==> config.mk <==
export PLATFORM = sky130hd
export DESIGN_NAME = ddr5_req_queue_mapper
export DESIGN_NICKNAME = d
export VERILOG_FILES = /design/src/rtl/ddr5_req_queue_mapper.sv
export SDC_FILE = /design/constraint.sdc
export NUM_CORES = 2
export LEC_CHECK = 0
export CAP_MARGIN = 40
export CORE_MARGIN = 4
export CORE_UTILIZATION = 45
export DETAILED_ROUTE_END_ITERATION = 7
export HOLD_SLACK_MARGIN = 0.15
export SYNTH_ARGS = -nofsm -noshare
export SYNTH_HDL_FRONTEND = slang
export SYNTH_SLANG_ARGS = --single-unit
==> constraint.sdc <==
create_clock -name clock -period 52.8 [get_ports clock]
set_input_delay 7.92 -clock clock [delete_from_list [all_inputs] [get_ports clock]]
set_output_delay 7.92 -clock clock [all_outputs]
set_load 0.02 [all_outputs]
==> src/rtl/ddr5_req_queue_mapper.sv <==
// rtl/ddr5_req_queue_mapper.sv - age-ordered DDR5 request queue with address mapping and auto-retire
module ddr5_req_queue_mapper #(
    parameter int ADDR_W   = 34,
    parameter int DEPTH    = 16,
    parameter int TP_W     = 8,
    parameter int MAP_MODE = 0
) (
    input  logic                     clock,
    input  logic                     reset,
    input  logic                     req_valid,
    output logic                     req_ready,
    input  logic [ADDR_W-1:0]        req_addr,
    input  logic [1:0]               req_op,
    input  logic                     upd_valid,
    input  logic [$clog2(DEPTH)-1:0] upd_idx,
    input  logic [1:0]               upd_status,
    input  logic [TP_W-1:0]          upd_tp,
    input  logic [$clog2(DEPTH)-1:0] rd_idx,
    output logic                     rd_valid,
    output logic [1:0]               rd_op,
    output logic [1:0]               rd_status,
    output logic [TP_W-1:0]          rd_tp,
    output logic                     rd_channel,
    output logic [2:0]               rd_bg,
    output logic [1:0]               rd_bank,
    output logic [15:0]              rd_row,
    output logic [9:0]               rd_col,
    output logic [$clog2(DEPTH):0]   count,
    output logic                     pop_valid,
    output logic [ADDR_W-1:0]        pop_addr,
    output logic [31:0]              retire_cnt
);
    localparam int IW = $clog2(DEPTH);
    localparam logic [1:0] ST_PROCESSED = 2'd2;

    typedef struct packed {
        logic        channel;
        logic [2:0]  bg;
        logic [1:0]  bank;
        logic [15:0] row;
        logic [9:0]  col;
    } map_t;

    logic [ADDR_W-1:0] addr_q   [DEPTH];
    logic [1:0]        op_q     [DEPTH];
    logic [1:0]        status_q [DEPTH];
    logic [TP_W-1:0]   tp_q     [DEPTH];
    map_t              map_q    [DEPTH];

    logic [IW-1:0]     head_q, head_d, tail, upd_slot, rd_slot;
    logic [IW:0]       count_q, count_d;
    logic              pop_valid_q;
    logic [ADDR_W-1:0] pop_addr_q;
    logic [31:0]       retire_q;
    logic              do_push, do_pop, do_upd;
    logic [DEPTH-1:0]  live;
    map_t              map_d;

    always_comb begin
        map_d.row     = req_addr[33:18];
        map_d.col     = {req_addr[17:12], req_addr[5:2]};
        map_d.bank    = req_addr[11:10];
        map_d.bg      = req_addr[9:7];
        map_d.channel = req_addr[6] ^ ((MAP_MODE == 1) && req_addr[18]);
    end

    assign tail      = head_q + count_q[IW-1:0];
    assign upd_slot  = head_q + upd_idx;
    assign rd_slot   = head_q + rd_idx;
    assign req_ready = count_q < (IW+1)'(DEPTH);
    assign do_push   = req_valid && req_ready;
    assign do_pop    = (count_q != '0) && (status_q[head_q] == ST_PROCESSED) && (tp_q[head_q] == '0);
    // An update aimed at the entry retiring this edge is dropped.
    assign do_upd    = upd_valid && ({1'b0, upd_idx} < count_q) && (upd_status != 2'd3)
                       && !(do_pop && (upd_idx == '0));
    assign head_d    = do_pop ? head_q + IW'(1) : head_q;
    assign count_d   = count_q + (IW+1)'(do_push) - (IW+1)'(do_pop);

    always_comb begin
        for (int s = 0; s < DEPTH; s++) begin
            live[s] = ({1'b0, IW'(s) - head_q} < count_q);
        end
    end

    always_ff @(posedge clock or posedge reset) begin
        if (reset) begin
            head_q      <= '0;
            count_q     <= '0;
            pop_valid_q <= 1'b0;
            pop_addr_q  <= '0;
            retire_q    <= '0;
            for (int s = 0; s < DEPTH; s++) begin
                addr_q[s]   <= '0;
                op_q[s]     <= '0;
                status_q[s] <= '0;
                tp_q[s]     <= '0;
                map_q[s]    <= '0;
            end
        end else begin
            for (int s = 0; s < DEPTH; s++) begin
                if (live[s]) begin
                    if (do_upd && (upd_slot == IW'(s))) begin
                        status_q[s] <= upd_status;
                        tp_q[s]     <= upd_tp;
                    end else if (tp_q[s] != '0) begin
                        tp_q[s] <= tp_q[s] - 1'b1;
                    end
                end
            end
            if (do_push) begin
                addr_q[tail]   <= req_addr;
                op_q[tail]     <= req_op;
                status_q[tail] <= '0;
                tp_q[tail]     <= '0;
                map_q[tail]    <= map_d;
            end
            head_q      <= head_d;
            count_q     <= count_d;
            pop_valid_q <= do_pop;
            if (do_pop) begin
                pop_addr_q <= addr_q[head_q];
            end
            retire_q <= retire_q + 32'(do_pop);
        end
    end

    assign rd_valid   = {1'b0, rd_idx} < count_q;
    assign rd_op      = rd_valid ? op_q[rd_slot]          : '0;
    assign rd_status  = rd_valid ? status_q[rd_slot]      : '0;
    assign rd_tp      = rd_valid ? tp_q[rd_slot]          : '0;
    assign rd_channel = rd_valid ? map_q[rd_slot].channel : 1'b0;
    assign rd_bg      = rd_valid ? map_q[rd_slot].bg      : '0;
    assign rd_bank    = rd_valid ? map_q[rd_slot].bank    : '0;
    assign rd_row     = rd_valid ? map_q[rd_slot].row     : '0;
    assign rd_col     = rd_valid ? map_q[rd_slot].col     : '0;
    assign count      = count_q;
    assign pop_valid  = pop_valid_q;
    assign pop_addr   = pop_addr_q;
    assign retire_cnt = retire_q;
endmodule

=== Word-level counts from Yosys, hierarchy flattened ===
Index checks and enable logic that the tools add are counted.

* Bits in registers: 1324
* Bits in latches: 0
* RAM bits: 0
* ROM bits: 0
* Input port bits: 58
* Output and inout port bits: 118
* Memories: 0

* $add $sub $neg: 39
* Multiply operators: 0
* Divide/modulo/power cells: 0
* $lt $le $gt $ge: 23
* Equal/unequal tests: 17
* Shift operators: 0
* Mux-type cells: 122
* Bitwise logic cells: 7
* Reductions and logical operators: 45

{| class="wikitable"
|+ Operators with widths
! cell !! number
|-
| $bwmux 544 || 1
|-
| $bwmux 512 || 1
|-
| $mux 8 || 54
|-
| $bmux 34 s4 || 1
|-
| $demux 34 s4 || 1
|-
| $and 128x128->128 || 1
|-
| $bmux 32 s4 || 1
|-
| $demux 32 s4 || 1
|-
| $mux 128 || 1
|-
| $mux 32 || 4
|-
| $not 128->128 || 1
|-
| $reduce_bool 8->1 || 16
|-
| $sub 8x1->8 const B || 16
|-
| $mux 34 || 3
|-
| $lt 4x5->1 || 18
|-
| $mux 2 || 42
|-
| $bmux 8 s4 || 2
|-
| $add 32x1->32 || 1
|-
| $and 32x32->32 || 1
|-
| $bwmux 32 || 1
|-
| $demux 8 s4 || 1
|-
| $eq 4x4->1 const B || 8
|-
| $not 32->32 || 1
|-
| $sub 4x4->4 const A || 8
|-
| 27 further kinds || 68
|}

=== Depth between registers and ports, before layout ===
* Word-level depth: 15
* Depth in mapped cells: 22
* Mapped depth without buffers: 17

=== Worst setup path after synthesis ===
OpenSTA, ideal clock, no wires.

* Path kind: input-to-output
* From: in rd_idx[0]
* To: out rd_bank[1]
* Arrival time: 10906 ps
* Data required time: 44880 ps
* Slack: 33974 ps
* Stages on the path: 10
* Buffers on the path: 4
* Cell sequence: ha_1 -> inv_1 -> fa_1 -> clkbuf_1 -> buf_1 -> buf_1 -> clkbuf_1 -> mux4_2 -> mux2i_1 -> a211oi_1

* Longest elaborated chain between the ends: 6
* Elaborated cells between the ends (all ways): 7
* Those cells by class: add/sub (1); order compare (1); mux (4); bitwise (1)

{| class="wikitable"
|+ RTL lines
! what !! RTL line !! RTL
|-
| from (decl) || 18 || <nowiki>input logic [$clog2(DEPTH)-1:0] rd_idx,</nowiki>
|-
| $add 4x4->4 || 69 || <nowiki>assign rd_slot = head_q + rd_idx;</nowiki>
|-
| $not 4->5 (implied by the code) || 133 || <nowiki>assign rd_bank = rd_valid ? map_q[rd_slot].bank : '0;</nowiki>
|-
| $bmux 32 s4 || 133 ||
|-
| $mux 32 (2 in series) || n/a ||
|-
| $mux 2 * || 133 ||
|-
| to (decl) || 25 || <nowiki>output logic [1:0] rd_bank,</nowiki>
|}

Mark *: on every way between the ends. The rest lies on a longest branch, timed or not. The select of a mux whose other input is x is not followed.

=== Worst setup path in the final report ===
* From: in rd_idx[0]
* To: out rd_col[3]

* Longest elaborated chain between the ends: 6
* Elaborated cells between the ends (all ways): 7
* Those cells by class: add/sub (1); order compare (1); mux (4); bitwise (1)

{| class="wikitable"
|+ RTL lines
! what !! RTL line !! RTL
|-
| $add 4x4->4 || 69 ||
|-
| $not 4->5 (implied by the code) || 135 || <nowiki>assign rd_col = rd_valid ? map_q[rd_slot].col : '0;</nowiki>
|-
| $bmux 32 s4 || 135 ||
|-
| $mux 32 (implied by the code) (2 in series) || 135 ||
|-
| $mux 10 * || 135 ||
|-
| to (decl) || 27 || <nowiki>output logic [9:0] rd_col,</nowiki>
|}

Marked as above.

==> impl_metrics.csv <==
group,metric,value,unit
status,status,"finished clean",
timing,period_share,40.1,%
die,ios,176,
timing,maxSlewViolCount,0,
synth,ys.flop_type,"dfrtp_1",
global_route,grtUsageMet3,5.11,%
clock_tree,clock_path_buffers,3,
timing,rsz0062_at_grt,"false",
global_route,grt_util_met2,43.6,%
global_route,grt_pass1_vias,36499,
cells_and_area,multiInputGateArea,25800,um2
clock_tree,post_cts_buffers,0,
setup_path,worstSetupPathType,"input pin to primary output",
cells_and_area,final_cell_mix,"nand2_1, dfrtp_1, mux4_2",
routing,first_pass_iters,5,
synth,synth_cell_type_count,64,
global_route,grt_max_degree,142,
setup_path,critPathLaunchType,"input pin",
power,peakVddDrop,0.0351,mV
timing,tightest_slew,1080,ps
placed_design,dp.cells,5698,
placed_design,place.gp.congestion,0.933,
power,leakage,0.0235,uW
routing,routed_wl,154,mm
routing,routed-via-count,36828,
synth,ys_async_sr_fraction,100,%
global_route,grtUsageMet1,38.0,%
setup_path,reg2regPathDepth,13,
cells_and_area,fillerInstances,9181,
synth,ys_ff_latch,812,
die,rows,119,
global_route,busiest_layer,"met2",
timing,setup_tns,0,ps
synth,synth_area_leaders,"dfrtp_1, mux4_2, nand2_1",
power,finalPower,3050,uW
die,coreArea,105000,um2
clock_tree,cts_tree,"built",
flow_run,drv_cap,0,
placed_design,hpwl,93.2,mm
synth,synthCells,4395,
global_route,grt_pass1_wl,236,mm
synth,syn_area,47600,um2
synth,syn_nets,4548,
setup_path,worstReg2RegEnd,"retire_cnt[28]",
setup_path,endpoint_kind,"primary output",
cells_and_area,fin_cells,5869,
worst_hold_path,hp-class,"flop to flop",
timing,worst_clock_skew,30.5,ps
cells_and_area,seqCellArea,20300,um2
routing,via_per_inst,6.28,
setup_path,crit_fanout,44,
clock_tree,cts_buffers,94,
cells_and_area,syn2layout_area_growth,13.5,%
cells_and_area,layout.nets,4557,
setup_path,reg2reg_slack,46950,ps
die,fp.dieH,333,um
placed_design,portBuffers,175,
cells_and_area,fin_area,54100,um2
timing,fmax,47.2,MHz
timing,fin_crit,21180,ps
setup_path,cp_data_arrival_time,13260,ps
timing,hold_ws,463,ps
clock_tree,clk_pin_slew,60,ps
clock_tree,cts_root_buf,"clkbuf_16",
die,start_util,45.3,%
clock_tree,cts_hold_buffers,0,
die,die_w,333,um
synth,yosysWarnings,0,
die,die-area,111000,um2
routing,wl_per_cell,26.2,um
setup_path,cp.required,44880,ps
power,powerDensity,56.4,nW/um2
clock_tree,cts.sinks,812,
synth,synth.largest_area_cell,"dfrtp_1",
setup_path,r2r-start,"head_q[1]",
synth,avgSynthCellArea,10.8,um2
synth,ys_seq_area_share,42.6,%
timing,hold_viol_final,0,
clock_tree,postCtsResizedCells,0,
synth,synth_top_area_share,42.6,%
routing,ant_nets,0,
cells_and_area,layout_commonest_cell,"nand2_1",
clock_tree,insertion_delay,690,ps
global_route,grt_overflow,0,
routing,dr.first_iter.drc_count,3823,
setup_path,cp-startpoint,"rd_idx[0]",
clock_tree,htreeDepth,3,
timing,setup_violations,0,
placed_design,place_area,51000,um2
global_route,track_usage,27.5,%
timing,slew_headroom,27.8,%
routing,route.detailed.drc,0,
synth,synth-edff-count,0,
cells_and_area,drive_above_1_share,22.2,%
setup_path,cp-endpoint,"rd_col[3]",
global_route,antenna_found_initial,7,
[how the worst min path moves through the flow]
| stage | cells after the start | end | startpoint |
|---|---|---|---|
| floorplan | 2 | op_q[14] | op_q[14] |
| global placement | 2 | addr_q[0] | addr_q[0] |
| detailed placement | 2 | op_q[7] | op_q[7] |
| CTS | 1 | retire_cnt[31] | retire_cnt[31] |
| global route | 2 | addr_q[239] | addr_q[239] |
| finish | 1 | retire_cnt[31] | retire_cnt[31] |
[through the flow]
| step | worst slack (ps) | util [%] |
|---|---|---|
| 2_1_floorplan | 22070 | - |
| 3_3_place_gp | 31640 | 47.9 |
| 3_5_place_dp | 31580 | 48.4 |
| 4_1_cts | 31560 | 51.4 |
| 5_1_grt | 31330 | 51.4 |
| 6_report | 31620 | 51.4 |
[worst max-delay path, cell delays in order]
cell             delay [ps]
clkdlybuf4s50_1         550
ha_4                    160
inv_1                    50
fa_4                   1260
buf_4                   750
buf_4                   760
mux4_2                  600
nor2b_1                 140
a211oi_1                240
a211oi_1                120
clkdlybuf4s50_1         600
[cells in the mapped netlist (61+ instances only)]
cell and n:
a211oi_1 113, a21oi_1 139, clkbuf_1 282, dfrtp_1 812
ha_1 91, inv_1 66, mux2_2 323, mux2i_1 121
mux4_2 356, nand2_1 986, nand3_1 117, nor2_1 166
nor2b_1 63, nor3_1 77, o21ai_0 126, xnor2_1 61
[routing by layer]
metal	vias to the layer above	part of all wire, %
met5	-	0.050
met4	12	4.1
met3	397	7.6
met2	1671	47
met1	18861	42
li1	15887	-
[flip-flops by register name, indices dropped and copies added, names as in the netlist]
register	cells
op_q	32
pop_valid	1
status_q	32
count	5
pop_addr	34
tp_q	128
addr_q	544
retire_cnt	32
head_q	4
[where the power goes]
part	internal [uW]	switching, uW	total, uW
clock network	382	278	660
logic	628	581	1210
registers	896	286	1180
[final cells by class]
type                       count  area share, %
multi-input combinational   3153           47.7
antenna                        1        0.00463
clock buffer                 133           4.86
sequential                   812           37.6
tap                         1391           3.22
inverter                      68          0.491
clock inverter                36          0.824
timing repair buffer         275           5.33
[kinds of logic after synthesis]
kind of cell | share of synthesized area (%)
simple gates | 14.8
flops | 42.6
mux | 27.0
compound gates | 7.54
buf+inv | 3.69
fa+ha+maj | 2.56
xor+xnor | 1.73
Note: power is estimated with default switching activity, not from simulation.
